**src/rtl/rx_temporal_cb_masked.sv**
```systemverilog
// RX temporal channel-bonding merger: per-lane FWFT skid FIFOs drained in strict
// round-robin over the enabled lanes, with mask-change realignment and a sticky skew monitor.
module rx_temporal_cb_masked #(
  parameter int unsigned DWIDTH     = 128,
  parameter int unsigned RATIO      = 2,
  parameter int unsigned DEPTH      = 4,
  parameter int unsigned SKEW_LIMIT = 16
) (
  input  logic                       clk,
  input  logic                       rst,
  input  logic [RATIO-1:0]           lane_en,
  input  logic                       clr_err,
  input  logic [DWIDTH-1:0]          s_axis_tdata  [RATIO],
  input  logic [DWIDTH/8-1:0]        s_axis_tkeep  [RATIO],
  input  logic                       s_axis_tlast  [RATIO],
  input  logic                       s_axis_tvalid [RATIO],
  output logic                       s_axis_tready [RATIO],
  output logic [DWIDTH-1:0]          m_axis_tdata,
  output logic [DWIDTH/8-1:0]        m_axis_tkeep,
  output logic                       m_axis_tlast,
  output logic                       m_axis_tvalid,
  input  logic                       m_axis_tready,
  output logic [$clog2(RATIO)-1:0]   cur_lane,
  output logic                       skew_err
);

  localparam int unsigned KW = DWIDTH / 8;
  localparam int unsigned EW = DWIDTH + KW + 1;
  localparam int unsigned AW = $clog2(DEPTH);
  localparam int unsigned CW = $clog2(DEPTH + 1);
  localparam int unsigned LW = $clog2(RATIO);
  localparam int unsigned SW = $clog2(SKEW_LIMIT + 1);

  logic [EW-1:0]    mem_q    [RATIO][DEPTH];
  logic [AW-1:0]    wr_ptr_q [RATIO];
  logic [AW-1:0]    wr_ptr_d [RATIO];
  logic [AW-1:0]    rd_ptr_q [RATIO];
  logic [AW-1:0]    rd_ptr_d [RATIO];
  logic [CW-1:0]    cnt_q    [RATIO];
  logic [CW-1:0]    cnt_d    [RATIO];
  logic [RATIO-1:0] full;
  logic [RATIO-1:0] empty;
  logic [RATIO-1:0] push;
  logic [RATIO-1:0] pop_lane;

  logic [LW-1:0]    cur_lane_q, cur_lane_d;
  logic [RATIO-1:0] lane_en_q, lane_en_d;
  logic [SW-1:0]    skew_cnt_q, skew_cnt_d;
  logic             skew_err_q, skew_err_d;

  logic             realign;
  logic             pop;
  logic             stall;
  logic             others_full;
  logic [EW-1:0]    head;

  function automatic logic [LW-1:0] lowest_set(input logic [RATIO-1:0] m);
    logic found;
    lowest_set = '0;
    found      = 1'b0;
    for (int unsigned i = 0; i < RATIO; i++) begin
      if (!found && m[i]) begin
        lowest_set = LW'(i);
        found      = 1'b1;
      end
    end
  endfunction

  // Scan strictly after cur, wrapping; with a single enabled lane the scan lands back on cur.
  function automatic logic [LW-1:0] next_set(input logic [RATIO-1:0] m, input logic [LW-1:0] cur);
    logic        found;
    int unsigned idx;
    next_set = cur;
    found    = 1'b0;
    for (int unsigned k = 1; k <= RATIO; k++) begin
      idx = (32'(cur) + k) % RATIO;
      if (!found && m[idx]) begin
        next_set = LW'(idx);
        found    = 1'b1;
      end
    end
  endfunction

  always_comb begin
    realign     = (lane_en != lane_en_q);
    full        = '0;
    empty       = '0;
    push        = '0;
    for (int unsigned i = 0; i < RATIO; i++) begin
      full[i]          = (cnt_q[i] == CW'(DEPTH));
      empty[i]         = (cnt_q[i] == '0);
      s_axis_tready[i] = lane_en[i] & ~full[i] & ~realign;
      push[i]          = s_axis_tvalid[i] & s_axis_tready[i];
    end

    head          = mem_q[cur_lane_q][rd_ptr_q[cur_lane_q]];
    m_axis_tvalid = lane_en[cur_lane_q] & ~empty[cur_lane_q] & ~realign;
    m_axis_tdata  = m_axis_tvalid ? head[EW-1 -: DWIDTH] : '0;
    m_axis_tkeep  = m_axis_tvalid ? head[KW:1]           : '0;
    m_axis_tlast  = m_axis_tvalid ? head[0]              : 1'b0;
    pop           = m_axis_tvalid & m_axis_tready;

    pop_lane = '0;
    for (int unsigned i = 0; i < RATIO; i++) begin
      pop_lane[i] = pop & (cur_lane_q == LW'(i));
      if (realign || !lane_en[i]) begin
        wr_ptr_d[i] = '0;
        rd_ptr_d[i] = '0;
        cnt_d[i]    = '0;
      end else begin
        wr_ptr_d[i] = wr_ptr_q[i] + AW'(push[i]);
        rd_ptr_d[i] = rd_ptr_q[i] + AW'(pop_lane[i]);
        cnt_d[i]    = cnt_q[i] + CW'(push[i]) - CW'(pop_lane[i]);
      end
    end

    lane_en_d = lane_en;
    if (realign) begin
      cur_lane_d = lowest_set(lane_en);
    end else if (pop) begin
      cur_lane_d = next_set(lane_en, cur_lane_q);
    end else begin
      cur_lane_d = cur_lane_q;
    end

    others_full = 1'b0;
    for (int unsigned j = 0; j < RATIO; j++) begin
      if ((LW'(j) != cur_lane_q) && lane_en[j] && full[j]) others_full = 1'b1;
    end
    stall = empty[cur_lane_q] & others_full;

    if (realign || !stall) begin
      skew_cnt_d = '0;
    end else if (skew_cnt_q == SW'(SKEW_LIMIT)) begin
      skew_cnt_d = skew_cnt_q;
    end else begin
      skew_cnt_d = skew_cnt_q + 1'b1;
    end
    skew_err_d = (skew_cnt_d == SW'(SKEW_LIMIT)) | (skew_err_q & ~clr_err);

    cur_lane = cur_lane_q;
    skew_err = skew_err_q;
  end

  always_ff @(posedge clk) begin
    if (rst) begin
      for (int unsigned i = 0; i < RATIO; i++) begin
        wr_ptr_q[i] <= '0;
        rd_ptr_q[i] <= '0;
        cnt_q[i]    <= '0;
      end
      cur_lane_q <= lowest_set(lane_en);
      lane_en_q  <= lane_en;
      skew_cnt_q <= '0;
      skew_err_q <= 1'b0;
    end else begin
      for (int unsigned i = 0; i < RATIO; i++) begin
        wr_ptr_q[i] <= wr_ptr_d[i];
        rd_ptr_q[i] <= rd_ptr_d[i];
        cnt_q[i]    <= cnt_d[i];
      end
      cur_lane_q <= cur_lane_d;
      lane_en_q  <= lane_en_d;
      skew_cnt_q <= skew_cnt_d;
      skew_err_q <= skew_err_d;
    end
  end

  always_ff @(posedge clk) begin
    for (int unsigned i = 0; i < RATIO; i++) begin
      if (push[i]) mem_q[i][wr_ptr_q[i]] <= {s_axis_tdata[i], s_axis_tkeep[i], s_axis_tlast[i]};
    end
  end

endmodule

```
**config.mk**
```make
export PLATFORM = sky130hd
export DESIGN_NAME = rx_temporal_cb_masked
export DESIGN_NICKNAME = d
export VERILOG_FILES = /design/src/rtl/rx_temporal_cb_masked.sv
export SDC_FILE = /design/constraint.sdc
export NUM_CORES = 2
export LEC_CHECK = 0
export ABC_AREA = 1
export CAP_MARGIN = 0
export CORE_UTILIZATION = 50
export CTS_BUF_LIST = sky130_fd_sc_hd__clkbuf_2 sky130_fd_sc_hd__clkbuf_4 sky130_fd_sc_hd__clkbuf_8
export DETAILED_ROUTE_END_ITERATION = 12
export MAX_ROUTING_LAYER = met4
export PLACE_DENSITY_LB_ADDON = 0.25
export SKIP_CTS_REPAIR_TIMING = 1
export SYNTH_ARGS = -nofsm -noshare
export SYNTH_HDL_FRONTEND = slang
export SYNTH_SLANG_ARGS = --single-unit
```
**constraint.sdc**
```tcl
create_clock -name clk -period 14.25 [get_ports clk]
set_clock_uncertainty 0.15 [all_clocks]
set_input_delay 1.425 -clock clk [delete_from_list [all_inputs] [get_ports clk]]
set_output_delay 1.425 -clock clk [all_outputs]
set_load 0.02 [all_outputs]
```
==> results.tsv <==
metric	value	unit
routed_wl	117	mm
ys_seq_area_share	75.5	%
drv_cap	0	
dp_hpwl	60.6	mm
ant_nets	0	
synth_xor_area_share	0.206	%
fmax	121	MHz
cpPeakStageDelay	0.89	ns
critPathBufInv	5	
antenna_found_initial	29	
setup-tns-final	0	ns
holdCritStartpoint	rd_ptr_q[0][1]	
synth_top_family_by_area	simple AND/OR/NAND/NOR gates	
post-route-min-period	8.26	ns
crit_family	buffers and inverters	
cts_max_level	4	
root_buffer	clkbuf_8	
p_comb_share	5.3	%
arrival	6.68	ns
crit_top_cell	o21ai_0	
p_sw_share	21.8	%
grt_usage	25.1	%
cts_buffer_depth	3	
coreArea	92200	sq um
post_synth_inst_count	3753	
io_pins	448	
total_leakage_power	18.1	nW
ff2ff_path_depth	7	
die-area	94800	sq um
muxShareOfSynthArea	0	%
num_rows	111	
tightest_slew	1.37	ns
gp_congestion	0.782	
nets	4491	
slew_viol_final	0	
clkPwrFrac	39.2	%
outcome	complete, no violations	
clock_sinks	1184	
grt_pass1_vias	29829	
syn2layout_area_growth	19.0	%
worst_path_max_delay_cell	buf_4	
yosysUniqueCellTypes	27	
syn-cell-area	46800	sq um
ff_latch_area	35300	sq um
wl_per_cell	20.9	um
rsz0062_at_grt	no	
setup_ws	5.99	ns
vdd_drop_max	102	uV
powerDensity	125	nW/um^2
crit_path_max_fanout	234	
path_clk_slew	0.06	ns
min_path_cells	2	
clock_latency	0.87	ns
synth-simple-area-share	13.2	%
die_h	308	um
synth-warning-count	0	
drc	0	
critPathKind	reg -> out	
synth_compound_area_share	7.95	%
final_common_cell	nor2_1	
portBuffers	447	
grt_max_degree	235	
r2r_slack	9.92	ns
min_to	rd_ptr_q[0][1]	
n_fill_cell	7281	
hold_class	reg -> reg	
worst_setup_path_end_kind	output port	
worstReg2RegEnd	mem_q[1][102]	
grt_pass1_wl	175	mm
multiInputGateArea	10200	sq um
internal-power	5.43	mW
gr-total-overflow	0	
slew_headroom	8.89	%
drive_gt1_share	7.70	%
seqPwrFrac	55.5	%
synth_fa_ha_area_share	0.246	%
synth_area_per_cell	12.5	sq um
dr.pass1.iters	8	
post-place-ws	7.18	ns
startpoint_type	flop	
drtIter0Drc	2659	
syn-num-nets	4059	
setup_viol	0	
final_cell_mix	nor2_1, edfxtp_1, o21ai_0	
start_util	50.7	%
reg2reg_from	lane_en_q[1]	
worstPathRequired	12.68	ns
power_switching	1.52	mW
hold_violations	0	
via_per_inst	5.46	
worstPathCellList	buf_12, nand2_1, o21ai_4, buf_12, buf_4, buf_4, o21ai_0, o21ai_0, o21ai_0, nor2_1, clkdlybuf4s50_1	
numCtsBuffers	184	
min_period_over_period	57.9	%
cts_tree	yes	
die_x	308	um
num_vias	30582	
ys_ff_latch	1184	
-- flip-flops by register name, indices dropped and copies added, names as in the netlist, named ones only --
name / cells
skew_cnt_q: 5
mem_q: 1160
rd_ptr_q: 4
cur_lane: 1
lane_en_q: 2
skew_err: 1
wr_ptr_q: 4
cnt_q: 6
-- worst max path at each step --
stage | from | to | slack (ns) | depth (start not counted)
3_5_place_dp | flop | m_axis_tdata[71] | 7.18 | 11
5_1_grt | flop | m_axis_tdata[83] | 5.71 | 11
4_1_cts | flop | m_axis_tdata[71] | 6.18 | 11
6_report | flop | m_axis_tdata[71] | 5.99 | 11
2_1_floorplan | lane_en[0] | mem_q[1][145] | 0.85 | 5
3_3_place_gp | flop | m_axis_tdata[32] | 7.19 | 11
-- worst min-delay path, cell delays in order (launching register included) --
cell     delay, ns
dfxtp_1       0.31
nand2_1       0.06
a21oi_1       0.05
-- power groups by stage --
stage	combinational, mW	clock (mW)	sequential [mW]
after floorplan	0.177	0	3.94
after global placement	0.357	0	3.93
after detailed placement	0.365	0	3.93
after CTS	0.366	2.78	3.86
after global routing	0.401	2.93	3.86
final	0.368	2.73	3.86
-- final cells by class --
class                   count  share of cell area (%)
well taps                1243                    2.79
diodes                     36                   0.162
multi-input cells        2291                    18.3
inverters                  36                   0.261
clock inverters            85                   0.906
clock buffers             242                    5.41
repair buffers            488                    8.75
flip-flops and latches   1184                    63.5
-- Yosys cell counts, drive strengths merged --
cell type | instances | share of area [%]
a21oi | 5 | 0.053
a211oi | 2 | 0.032
clkbuf | 110 | 0.88
xor2 | 1 | 0.019
nor2 | 1182 | 9.5
dfxtp | 23 | 0.98
buf | 132 | 1.7
nand2 | 29 | 0.23
fa | 2 | 0.086
or2 | 2 | 0.027
nand3 | 14 | 0.15
nor3 | 302 | 3.3
xnor2 | 10 | 0.19
clkinv | 1 | 0.0080
ha | 6 | 0.16
nor4 | 1 | 0.013
edfxtp | 1161 | 75
o21ai | 733 | 7.9
inv | 35 | 0.28
nand4 | 2 | 0.027
-- stage by stage --
step	hold slack [ns]	cell area, sq um	power [mW]	instances	utilization (%)
after floorplan	0.290	46800	4.11	3753	-
after global placement	0.302	52100	4.28	5242	56.5
after detailed placement	0.313	52100	4.29	5242	56.5
after CTS	0.322	55600	7.00	5569	60.3
after global routing	0.341	55600	7.18	5599	60.3
final	0.315	55700	6.95	5605	60.4
-- metal layers --
metal	up-vias	GRT usage [%]	part of all wire [%]	routed length, um
met2	1061	40.4	49	57800
met3	193	6.42	8.0	9330
met1	14995	30.9	40	47500
met5	-	-	0	0
met4	0	8.98	2.3	2640
li1	14333	-	-	-
-- kinds of logic after synthesis --
family                     Yosys count
and+or+nand+nor                   1532
DFF                               1184
AOI/OAI and AO/OA                  740
buffers and inverters              278
xor gates and xnor gates            11
adders and majority gates            8
Power figures use the tool's default switching activity.
